==> src/rtl/pal_cfg_serializer.sv <==
// Host-side PAL bitstream loader: accepts W-bit words over valid/ready, shifts them
// out LSB-first on CFG_OUT/CFG_SHIFT, then pulses CFG_APPLY after exactly CFG_BITS bits.
module pal_cfg_serializer #(
    parameter  int CFG_BITS     = 280,
    parameter  int W            = 8,
    parameter  int APPLY_CYCLES = 2,
    localparam int CNT_W        = $clog2(CFG_BITS + 1)
) (
    input  logic             CLK,
    input  logic             RES,
    input  logic             START,
    input  logic             ABORT,
    input  logic [W-1:0]     WORD_DATA,
    input  logic             WORD_VALID,
    output logic             WORD_READY,
    output logic             CFG_OUT,
    output logic             CFG_SHIFT,
    output logic             CFG_APPLY,
    output logic             BUSY,
    output logic             DONE,
    output logic [CNT_W-1:0] BIT_COUNT
);

    localparam int LEFT_W = $clog2(W + 1);
    localparam int APP_W  = (APPLY_CYCLES > 1) ? $clog2(APPLY_CYCLES) : 1;

    typedef enum logic [2:0] {
        S_IDLE,
        S_LOAD,
        S_SHIFT,
        S_APPLY,
        S_DONE
    } state_t;

    state_t              r_state;
    state_t              w_next;
    logic [W-1:0]        r_shreg;
    logic [LEFT_W-1:0]   r_left;
    logic [APP_W-1:0]    r_app_cnt;
    logic [CNT_W-1:0]    r_bit_count;
    logic                r_cfg_out;
    logic                r_cfg_shift;
    logic                r_cfg_apply;

    logic                w_hs;
    logic                w_last_bit;
    logic                w_stream_end;
    logic [CNT_W-1:0]    w_remaining;
    logic [LEFT_W-1:0]   w_word_bits;

    assign w_hs         = WORD_VALID && (r_state == S_LOAD);
    assign w_remaining  = CNT_W'(CFG_BITS) - r_bit_count;
    // The final word may be partial; its surplus high bits are never shifted out.
    assign w_word_bits  = (w_remaining < CNT_W'(W)) ? LEFT_W'(w_remaining) : LEFT_W'(W);
    assign w_last_bit   = (r_left == LEFT_W'(1));
    assign w_stream_end = (r_bit_count == CNT_W'(CFG_BITS - 1));

    always_ff @(posedge CLK) begin
        if (RES) begin
            r_state <= S_IDLE;
        end else begin
            r_state <= w_next;
        end
    end

    always_comb begin
        w_next = r_state;
        case (r_state)
            S_IDLE, S_DONE: if (START) w_next = S_LOAD;
            S_LOAD:         if (w_hs) w_next = S_SHIFT;
            S_SHIFT:        if (w_last_bit) w_next = w_stream_end ? S_APPLY : S_LOAD;
            S_APPLY:        if (r_app_cnt == APP_W'(APPLY_CYCLES - 1)) w_next = S_DONE;
            default:        w_next = S_IDLE;
        endcase
        if (ABORT) w_next = S_IDLE;
    end

    // Strobes are registered from the next state so they line up with SHIFT/APPLY cycles.
    always_ff @(posedge CLK) begin
        if (RES || ABORT) begin
            r_shreg     <= '0;
            r_left      <= '0;
            r_app_cnt   <= '0;
            r_bit_count <= '0;
            r_cfg_out   <= 1'b0;
            r_cfg_shift <= 1'b0;
            r_cfg_apply <= 1'b0;
        end else begin
            r_cfg_shift <= (w_next == S_SHIFT);
            r_cfg_apply <= (w_next == S_APPLY);
            case (r_state)
                S_IDLE, S_DONE: begin
                    if (START) r_bit_count <= '0;
                end
                S_LOAD: begin
                    if (w_hs) begin
                        r_cfg_out <= WORD_DATA[0];
                        r_shreg   <= WORD_DATA >> 1;
                        r_left    <= w_word_bits;
                    end
                end
                S_SHIFT: begin
                    r_bit_count <= r_bit_count + 1'b1;
                    r_left      <= r_left - 1'b1;
                    r_app_cnt   <= '0;
                    if (!w_last_bit) begin
                        r_cfg_out <= r_shreg[0];
                        r_shreg   <= r_shreg >> 1;
                    end
                end
                S_APPLY: begin
                    r_app_cnt <= r_app_cnt + 1'b1;
                end
                default: begin
                end
            endcase
        end
    end

    assign WORD_READY = (r_state == S_LOAD);
    assign BUSY       = (r_state == S_LOAD) || (r_state == S_SHIFT) || (r_state == S_APPLY);
    assign DONE       = (r_state == S_DONE);
    assign CFG_OUT    = r_cfg_out;
    assign CFG_SHIFT  = r_cfg_shift;
    assign CFG_APPLY  = r_cfg_apply;
    assign BIT_COUNT  = r_bit_count;

endmodule

==> config.mk <==
export PLATFORM = sky130hd
export DESIGN_NAME = pal_cfg_serializer
export DESIGN_NICKNAME = d
export VERILOG_FILES = /design/src/rtl/pal_cfg_serializer.sv
export SDC_FILE = /design/constraint.sdc
export NUM_CORES = 1
export LEC_CHECK = 0
export BUFFER_PORTS_ARGS = -buffer_cell sky130_fd_sc_hd__buf_2
export CORE_MARGIN = 4
export CORE_UTILIZATION = 35
export DETAILED_ROUTE_END_ITERATION = 10
export PLACE_DENSITY = 0.55
export SLEW_MARGIN = 30
export SYNTH_ARGS = -nofsm -noshare
export SYNTH_HDL_FRONTEND = slang
export SYNTH_SLANG_ARGS = --single-unit
==> constraint.sdc <==
create_clock -name CLK -period 5.1 [get_ports CLK]
set_input_delay 0.51 -clock CLK [delete_from_list [all_inputs] [get_ports CLK]]
set_output_delay 0.51 -clock CLK [all_outputs]
set_load 0.01 [all_outputs]
==> impl_metrics.json <==
{
  "hold_buffers": 0,
  "clock_sinks": 27,
  "clkTransAtPathRegs_ns": 0.10,
  "finalWirelength_um": 3450,
  "clock_path_buffers": 2,
  "cp-startpoint": "r_state[1]",
  "die_w_um": 73.6,
  "coreArea_sq_um": 4090,
  "path_cells": "nor3b_4, mux2i_2, nor2_1, a311oi_1",
  "fmaxAchievable_mhz": 403,
  "p_leak_nw": 0.619,
  "min_path_type": "input pin to flop",
  "ir_drop_mv": 0.171,
  "rsz0062_at_grt": "no",
  "hpwl_um": 2430,
  "required_ns": 5.28,
  "firstDrtPassIters": 4,
  "placed_cells": 246,
  "hold_violations": 0,
  "dieArea_sq_um": 5410,
  "fin_util_pct": 41.5,
  "crit_path_start_kind": "flop",
  "post-synth-top-area-cell": "dfxtp_1",
  "wl_per_cell_um": 13.8,
  "htree_num_levels": 1,
  "period_share_pct": 48.6,
  "drive_gt1_share_pct": 21.0,
  "final-instance-count-excl-fill": 250,
  "die_h_um": 73.6,
  "crit_path_top_delay_cell": "nor3b_4",
  "p_per_area_nw_per_um2": 214,
  "grt_max_degree": 25,
  "worstReg2RegStart": "r_state[1]",
  "skew_ns": 0.00116,
  "antennaDiodeCount": 0,
  "drv_cap": 0,
  "grt_antenna_before_repair": 0,
  "path_max_fanout": 18,
  "ant_nets": 0,
  "gp_routability_congestion": 0.794,
  "ys_top_cells_by_area": "dfxtp_1, nor2_1, nand2_1",
  "synth.avg_cell_area_sq_um": 8.36,
  "first_iter_violations": 119,
  "nets": 218,
  "grt_first_pass_wirelength_um": 5930,
  "cts_tree": "built",
  "grt_pass1_vias": 1261,
  "ys_top_cells_by_count": "dfxtp_1, nor2_1, nand2_1, a21oi_1, a311oi_1",
  "ys.flop_type": "dfxtp_1",
  "io_buffer_count": 27,
  "slew_violations": 0,
  "crit_path_max_incr_delay_ns": 0.75,
  "worst_pin_slew_ns": 0.792,
  "synth-edff-count": 0,
  "vias": 1345,
  "ys_types": 46,
  "drc": 0,
  "crit_arrival_ns": 2.66,
  "hold_slack_ns": 0.474,
  "setup-violations-final": 0,
  "io_pins": 28,
  "yosys_warnings": 0,
  "status": "finished, final reports clean",
  "overflow": 0,
  "rows": 23,
  "drt-vias-per-instance": 5.38,
  "fin_crit_ns": 2.48,
  "grtUsageTotal_pct": 13.8,
  "ys_seq_elements": 27,
  "syn_area_sq_um": 1500,
  "start_util_pct": 36.8,
  "synth_top_area_share_pct": 35.9,
  "root_buffer": "clkbuf_8",
  "min_from": "WORD_DATA[7]",
  "relSlewSlack_pct": 47.2,
  "ys_async_sr_fraction_pct": 0,
  "fin_setup_tns_ns": 0,
  "cts_resized": 0,
  "end_kind": "flop",
  "area_growth_pct": 12.6,
  "post_cts.repair.setup_buffers": 0,
  "synth_nets": 197,
  "criticalPathCategory": "flop to flop",
  "yosysSeqAreaShare_pct": 35.9,
  "cts_buffers": 3,
  "clkLatencyLatePin_ns": 0.28,
  "synth_most_common_cell": "dfxtp_1",
  "synthCells": 180
}
-- worst max-delay path, delay by kind of cell (launching register included) --
family / cells / cell delay [ns]
compound gates: 1 / 0.28
flops: 1 / 0.56
mux: 1 / 0.71
simple gates: 2 / 0.83
-- routing by layer --
layer / vias to the layer above / share of wire [%] / GRT usage [%]
li1: 692 / - / -
met1: 625 / 45 / 17.8
met2: 28 / 50 / 23.4
met3: 0 / 5.0 / 3.42
met4: 0 / 0 / 2.82
met5: - / 0 / 0
-- cell type report --
class	instances	area, sq um
Fill cell	424	2390
Multi-Input combinational cell	136	885
Sequential cell	27	541
Timing Repair Buffer	27	135
Tap cell	50	62.6
Clock buffer	3	41.3
Inverter	6	22.5
Clock inverter	1	7.51
-- sequential cells by signal (all words and copies together) (netlist names) --
register,count
r_app_cnt,1
BIT_COUNT,9
CFG_SHIFT,1
r_shreg,7
r_state,3
r_left,4
CFG_APPLY,1
CFG_OUT,1
-- cell families after synthesis --
group           after synthesis  share of synthesized area [%]
simple gates                 89                           33.9
compound gates               37                           17.3
flops                        27                           35.9
buf+inv                      17                           5.24
mux                           4                           3.08
fa+ha+maj                     4                           3.33
xor+xnor                      2                           1.16
-- per-stage QoR --
step                worst slack, ns  total power, mW  instance area (sq um)
floorplan                      3.42            0.233                   1500
CTS                            2.66            0.369                   1690
global placement               2.84            0.241                   1650
global route                   2.27            0.382                   1690
detailed placement             2.68            0.241                   1650
finish                         2.62            0.363                   1690
-- path summary, 6_finish.rpt --
check,end,slack (ns),cells past startpoint
max,r_shreg[1],2.62,4
min,r_shreg[6],0.47,3
max reg2reg,r_shreg[1],2.62,4
min reg2reg,r_shreg[2],0.49,2
-- cells in the final DEF (no fill, tap or decap), types with 2 or more instances in the layout --
| cell | instances |
|---|---|
| dfxtp_1 | 27 |
| buf_2 | 27 |
| nor2_1 | 23 |
| nand2_1 | 20 |
| a21oi_1 | 13 |
| a311oi_1 | 8 |
| inv_1 | 6 |
| nand2b_1 | 6 |
| nor3_1 | 5 |
| nor2b_1 | 5 |
| nand4_1 | 4 |
| ha_1 | 4 |
| nand3_1 | 3 |
| o21ai_0 | 3 |
| o311ai_0 | 3 |
| or4_1 | 3 |
| clkbuf_8 | 3 |
| and2_1 | 2 |
| nor3b_1 | 2 |
| or2_2 | 2 |
| mux2_2 | 2 |
| xor2_1 | 2 |
| or4b_1 | 2 |
| a31oi_1 | 2 |
| nor4b_1 | 2 |
| nor4_1 | 2 |
-- report_power, final --
group | switching, mW | internal, mW | total, mW
Combinational | 0.0131 | 0.00966 | 0.0227
Clock | 0.0713 | 0.0556 | 0.127
Sequential | 0.00166 | 0.212 | 0.214
Total | 0.0860 | 0.277 | 0.363
(Power assumes the default switching activity.)
